===== src/rtl/pipe_arb.sv =====
`default_nettype none
// ============================================================================
// Module      : pipe_arb
// Description : Two-requester round-robin arbiter feeding a single registered
//               pipeline stage with stall, flush (one-cycle bubble) and
//               per-requester accepted-operation counters. State advances on
//               the falling edge of clk; reset is asynchronous, active-low.
// Revision    : 1.0 - initial release
// ============================================================================
module pipe_arb #(
    parameter int W_OP = 4,
    parameter int W_C  = 3
) (
    input  logic                    clk,
    input  logic                    rstn,
    input  logic                    valid0,
    input  logic                    valid1,
    input  logic [W_C-1:0]          cntrl0,
    input  logic [W_C-1:0]          cntrl1,
    input  logic [W_OP-1:0]         a0,
    input  logic [W_OP-1:0]         a1,
    input  logic [W_OP-1:0]         b0,
    input  logic [W_OP-1:0]         b1,
    output logic                    ready0,
    output logic                    ready1,
    input  logic                    stall,
    input  logic                    flush,
    output logic [W_C+2*W_OP-1:0]   out,
    output logic                    out_valid,
    output logic                    out_src,
    output logic [7:0]              cnt0,
    output logic [7:0]              cnt1
);

    localparam int C_W_OUT = W_C + 2 * W_OP;

    localparam logic [1:0] c_IDLE  = 2'd0;
    localparam logic [1:0] c_HOLD  = 2'd1;
    localparam logic [1:0] c_FLUSH = 2'd2;

    logic [1:0]         r_state;
    logic [C_W_OUT-1:0] r_out;
    logic               r_out_valid;
    logic               r_out_src;
    logic               r_ptr;
    logic [7:0]         r_cnt0;
    logic [7:0]         r_cnt1;

    logic               w_any;
    logic               w_gnt;
    logic               w_en;
    logic               w_acc;
    logic [C_W_OUT-1:0] w_op;

    // Accept enable, round-robin grant and the operation of the granted side.
    // rstn gates the enable so no ready is seen while reset is held.
    always_comb begin
        w_any  = valid0 | valid1;
        w_gnt  = (valid0 && valid1) ? ~r_ptr : valid1;
        w_en   = rstn && !flush &&
                 ((r_state == c_IDLE) || ((r_state == c_HOLD) && !stall));
        w_acc  = w_en && w_any;
        ready0 = w_acc && !w_gnt;
        ready1 = w_acc && w_gnt;
        w_op   = w_gnt ? {cntrl1, a1, b1} : {cntrl0, a0, b0};
    end

    // Pipeline register and control FSM; flush overrides stall and grant.
    always_ff @(negedge clk or negedge rstn) begin
        if (!rstn) begin
            r_state     <= c_IDLE;
            r_out       <= '0;
            r_out_valid <= 1'b0;
            r_out_src   <= 1'b0;
            r_ptr       <= 1'b1;
        end else if (flush) begin
            r_state     <= c_FLUSH;
            r_out_valid <= 1'b0;
        end else begin
            case (r_state)
                c_IDLE, c_HOLD: begin
                    if (w_acc) begin
                        r_state     <= c_HOLD;
                        r_out       <= w_op;
                        r_out_valid <= 1'b1;
                        r_out_src   <= w_gnt;
                        r_ptr       <= w_gnt;
                    end else if ((r_state == c_HOLD) && !stall) begin
                        // Drained with nothing new: drop valid, keep data.
                        r_state     <= c_IDLE;
                        r_out_valid <= 1'b0;
                    end
                end
                c_FLUSH: begin
                    r_state     <= c_IDLE;
                    r_out_valid <= 1'b0;
                end
                default: begin
                    r_state     <= c_IDLE;
                    r_out_valid <= 1'b0;
                end
            endcase
        end
    end

    // Per-requester accept counters; wrap naturally at 8 bits, untouched by flush.
    always_ff @(negedge clk or negedge rstn) begin
        if (!rstn) begin
            r_cnt0 <= 8'd0;
            r_cnt1 <= 8'd0;
        end else begin
            if (ready0) r_cnt0 <= r_cnt0 + 8'd1;
            if (ready1) r_cnt1 <= r_cnt1 + 8'd1;
        end
    end

    assign out       = r_out;
    assign out_valid = r_out_valid;
    assign out_src   = r_out_src;
    assign cnt0      = r_cnt0;
    assign cnt1      = r_cnt1;

endmodule
`default_nettype wire

===== config.mk =====
export PLATFORM = sky130hd
export DESIGN_NAME = pipe_arb
export DESIGN_NICKNAME = d
export VERILOG_FILES = /design/src/rtl/pipe_arb.sv
export SDC_FILE = /design/constraint.sdc
export NUM_CORES = 1
export LEC_CHECK = 0
export CAP_MARGIN = 20
export CORE_MARGIN = 4
export CORE_UTILIZATION = 42
export DETAILED_ROUTE_END_ITERATION = 10
export PLACE_DENSITY = 0.81
export SETUP_SLACK_MARGIN = 0.2
export SLEW_MARGIN = 30
export SYNTH_ARGS = -nofsm -noshare
export SYNTH_HDL_FRONTEND = slang
export SYNTH_SLANG_ARGS = --single-unit

===== constraint.sdc =====
create_clock -name clk -period 2 [get_ports clk]
set_input_delay 0.6 -clock clk [delete_from_list [all_inputs] [get_ports clk]]
set_output_delay 0.6 -clock clk [all_outputs]
set_load 0.005 [all_outputs]

==> summary.md, run 1 <==
| Metric | Value |
|---|---|
| Status | aborted with a tool error |
| Fail Step | 5_1_grt |
| Error | [ERROR DPL-0033] detailed placement checks failed during check placement. |
| Cts hold-fix bufs | 0 |
| Die width | ~66 microns |
| CTS buffer count | 5 |
| EDFF count, synth | 0 |
| Die span in y | 65.69 microns |
| Cell Rows | 20 |
| YS warnings | 0 |
| Gpl congestion | 0.7943 |
| Initial antenna violation count | 0 |
| Post-Syn Instances | 121 |
| Mapped Area | 0.001398 sq mm |
| WEP type | top-level output |
| Library cells used by synthesis | 27 |
| Htree depth | 2 |
| Worst setup endpoint GRT | ready1 |
| I/O Buffers | between 50 and 60 |
| Clock Root Buffer | clkbuf_4 |
| CTS max path bufs | 2 |
| Synth Flop Type | dfrtn_1 |
| # IOs | 59 |
| Clk sinks | 31 |
| Synth Net Count | 151 |
| Async S/R FF share, synth | 100.0% |
| Synthesis-stage register bit count | 31 |
| Detailed placement HPWL | 2869 microns |
| Synth Area per Inst | roughly 12 sq um |
| Seq/Total Area, Yosys | between 50% and 60% |
| Largest net degree at the start of global routing | 32 |
| Initial Util | 44.68% |
## logic make-up after synthesis
family | share of synthesized area [%]
simple gates | 13.97
flops | 55.60
fa+ha+maj | 1.790
compound gates | 8.952
buf+inv | 1.432
xor+xnor | 8.774
mux | 9.490
## synth_stat cells (3+ instances only)
library cell	n	area, sq um
nand2_1	15	56.30
clkbuf_1	3	11.26
nand3_1	3	15.01
xnor2_1	8	70.07
nand4_1	6	37.54
a21oi_1	3	15.01
mux2i_1	11	110.1
o21ai_0	11	55.05
dfrtn_1	30	750.7
nor3_1	3	15.01
xor2_1	6	52.55
## through the flow
step	area [sq um]	setup slack, ps	cells
detailed placement	2366	-1257	253
CTS	2749	-1086	293
global placement	2366	-1211	253
floorplan	1505	-684.6	121
## timing repair
action | in CTS
setup endpoints to repair | 93
pin swaps | 12
endpoints found under the hold margin | 0
resized for setup | 185
buffers inserted | 30
cloned | 2
==> run 2: changes to the inputs <==
--- a/config.mk
+++ b/config.mk
@@ -7,10 +7,9 @@
 export LEC_CHECK = 0
 export CAP_MARGIN = 20
 export CORE_MARGIN = 4
-export CORE_UTILIZATION = 42
+export CORE_UTILIZATION = 35
 export DETAILED_ROUTE_END_ITERATION = 10
-export PLACE_DENSITY = 0.81
-export SETUP_SLACK_MARGIN = 0.2
+export PLACE_DENSITY_LB_ADDON = 0.15
 export SLEW_MARGIN = 30
 export SYNTH_ARGS = -nofsm -noshare
 export SYNTH_HDL_FRONTEND = slang
==> summary.md, run 2 <==
| Metric | Value |
|---|---|
| R2R Setup Slk | -90 ps |
| Final Hold Viols | 0 |
| Detailed placement HPWL | ~2900 microns |
| NetSw | approximately 0.7 mW |
| Die ar. | 0.005068 sq mm |
| Worst path depth | 4 |
| DR WL/cell | approximately 16 microns |
| Post-Syn Instances | 121 |
| Number of global-route vias before repair | approximately 1,500 |
| Initial Util | a little under two fifths |
| Initial antenna violation count | 0 |
| Setup ws final | -982.4 ps |
| Startpoint Class | register |
| Slew Viols, Final | 0 |
| CTS tree | yes |
| CP Data Arrival Time | 2380 ps |
| Synth top cells by count | dfrtn_1, nand2_1, mux2i_1, o21ai_0, xnor2_1 |
| RSZ-0062 raised after global routing | true |
| Max FO, Critical Path | 2 |
| CTS buffer count | 5 |
| Worst-skew pair later-pin latency | between 300 and 400 ps |
| WP buf/inv | 2 |
| Die width | roughly 71 microns |
| Synth Flop Type | dfrtn_1 |
| Placed insts | around 260 |
| Fraction of layout cells with a size suffix above 1 | approximately three fifths |
| Max_slew headroom | 73.60% |
| Synth Net Count | 151 |
| Area of the core | 0.003771 sq mm |
| Commonest cells after routing, fill and taps aside | buf_4, buf_2, dfrtn_1 |
| Clock Root Buffer | clkbuf_8 |
| FF-to-FF End | cnt0[3]$_DFFE_NN0P_ |
| Cell Rows | 22 |
| Synthesis-stage register bit count | 31 |
| FF-to-FF path depth | 11 |
| Mapped Area | around 0.0014 sq mm |
| CTS max path bufs | 2 |
| Reg-to-Reg Start | r_state[0]$_DFFE_NN0P_ |
| YS warnings | 0 |
| Ant diodes | 0 |
| Post-Layout Cell Count | a little under 300 |
| Switching portion of total power | 31.11% |
| P&R area growth vs syn | 102.4% |
| Hold WC Path Type | register to register |
| Status | finished with violations |
| Detailed Route Iter0 Violations | 47 |
| HP Start | out[9]$_DFFE_NN0P_ |
| # IOs | 59 |
| Gpl congestion | 0.8240 |
| Htree depth | 2 |
| Largest net degree at the start of global routing | 32 |
| Power Dens Cells | approximately 800 mW/mm^2 |
| Hold endpoint | out[9]$_DFFE_NN0P_ |
| Hold path cells | 2 |
| Combinational share of power | 40.1% |
| Failing checks | setup timing |
| Via count | 1,428 |
| Drt drc | 0 |
| Total Routing Usage GR | 18.64% |
| Library cells used by synthesis | 27 |
| Maxcap violations | 0 |
| Peak supply drop | 0.0005205 V |
| I/O Buffers | 58 |
| Internal cell power | 1.550 mW |
| Crit end category | primary output |
| Async S/R FF share, synth | 100.0% |
| Clk sinks | 31 |
| Seq/Total Area, Yosys | 55.60% |
| Max incr delay on CP | between 300 and 400 ps |
| Cell taking the most area after synthesis | dfrtn_1 |
| Least-Margin Pin Slew | 395.9 ps |
| Flop pwr share | 37.8% |
| Cts hold-fix bufs | 0 |
| # setup viols final | 61 |
| Setup clock skew after layout | 47.25 ps |
| Worst slack, placed | -1235 ps |
| WL final | 4760 microns |
| Worst endpoint required time | 1400 ps |
| Die span in y | 71.19 microns |
| Most used cell, CP | buf_6 |
| CP Cell Sequence | a211o_4, nor3_4, buf_6, buf_6 |
| Slowest CP cell | dfrtn_1 |
| Grt ovf | 0 |
| Nets | 279 |
| Ranking of synthesized cells by area | dfrtn_1, mux2i_1, xnor2_1, nand2_1, o21ai_0 |
| Fin util | 75.02% |
| Commonest non-fill, non-tap cell in the layout | buf_4 |
| EDFF count, synth | 0 |
| Synth Area per Inst | 11.55 sq um |
| Top delay family on crit path | flip-flops |
| Lkg Pwr | roughly 1.4 nW |
| First-pass detailed-route iteration total | 2 |
| Max reg flops | 11 |
| First-pass GRT wire length | 7272 microns |
| Remaining antenna violation count | 0 |
| Most frequent cell after synthesis | dfrtn_1 |
| Setup CP Type | register to primary output |
| Clock power share | about 22% |
| Register clock-pin slew on the reported worst setup and hold paths | roughly 50 ps |
| Vias per cell | slightly below 5 |
| Synth top area share | between 50% and 60% |
==> run 2: cells by family (layout without fill, tap and decap cells) <==
family | Yosys count | count (layout) | synth area share, %
AOI/OAI and AO/OA | 20 | 20 | 8.952
muxes | 13 | 13 | 9.490
xor gates and xnor gates | 14 | 14 | 8.774
and+or+nand+nor | 36 | 36 | 13.97
buffers and inverters | 5 | 133 | 1.432
DFF | 31 | 31 | 55.60
adders and majority gates | 2 | 2 | 1.790
==> run 2: cell type report <==
| class | count | area (sq um) |
|---|---|---|
| Tap cell | 48 | 60.06 |
| Timing Repair Buffer | 125 | 1044 |
| Clock buffer | 6 | 82.58 |
| Sequential cell | 31 | 777.0 |
| Clock inverter | 2 | 8.758 |
| Multi-Input combinational cell | 85 | 857.1 |
| Fill cell | 249 | 942.2 |
==> run 2: per-layer routing <==
layer  track usage [%]  share of wire [%]
met1             20.86                 40
met2             32.45                 52
met3             6.676                6.3
met4             6.681                1.7
met5                 0                  0
==> run 2: worst max path at each step <==
stage / startpoint / to / slack (ps)
floorplan: stall / cnt0[1]$_DFFE_NN0P_ / -680
global placement: r_state[0]$_DFFE_NN0P_ / ready1 / -1220
detailed placement: r_state[0]$_DFFE_NN0P_ / ready1 / -1240
CTS: r_state[0]$_DFFE_NN0P_ / ready1 / -1010
global route: r_state[1]$_DFFE_NN0P_ / ready1 / -1020
finish: r_state[0]$_DFFE_NN0P_ / ready1 / -980
==> run 2: tightest hold or removal path, delay by kind of cell, from the launching register on <==
kind	cells	cell delay [ps]
DFF	1	440
AOI/OAI and AO/OA	1	50
and+or+nand+nor	1	60
==> run 2: repair_timing <==
action | CTS | global route
resized for setup | 175 | 38
buffers inserted | 19 | 17
cloned | 3 | 0
hold endpoints to repair | 0 | 0
setup endpoints to repair | 93 | 61
pin swaps | 9 | 11
==> run 2: power by group through the flow <==
stage	logic, mW	clock network (mW)	registers (mW)
floorplan	0.226	0.00626	0.906
global placement	0.761	0.00626	0.847
detailed placement	0.788	0.00626	0.851
CTS	0.756	0.505	0.843
global route	0.970	0.553	0.865
finish	0.901	0.498	0.851
==> run 2: metrics by stage <==
step                      hold slack (ps)  total power [mW]  TNS, ps  instance area [sq um]
after CTS                           442.4             2.104   -29500                   2664
after global placement              432.8             1.615   -63630                   2364
final                               462.9             2.250   -29240                   2829
after global routing                479.5             2.388   -31190                   2829
after floorplan                     405.1             1.138   -16140                   1505
after detailed placement            440.7             1.645   -65180                   2364
(Power assumes the default switching activity.)
==> run 3: changes to the inputs <==
--- a/config.mk
+++ b/config.mk
@@ -5,7 +5,6 @@
 export SDC_FILE = /design/constraint.sdc
 export NUM_CORES = 1
 export LEC_CHECK = 0
-export CAP_MARGIN = 20
 export CORE_MARGIN = 4
 export CORE_UTILIZATION = 35
 export DETAILED_ROUTE_END_ITERATION = 10
==> results of run 3 <==
Final layout, timing and power as in run 2 (identical DEF).
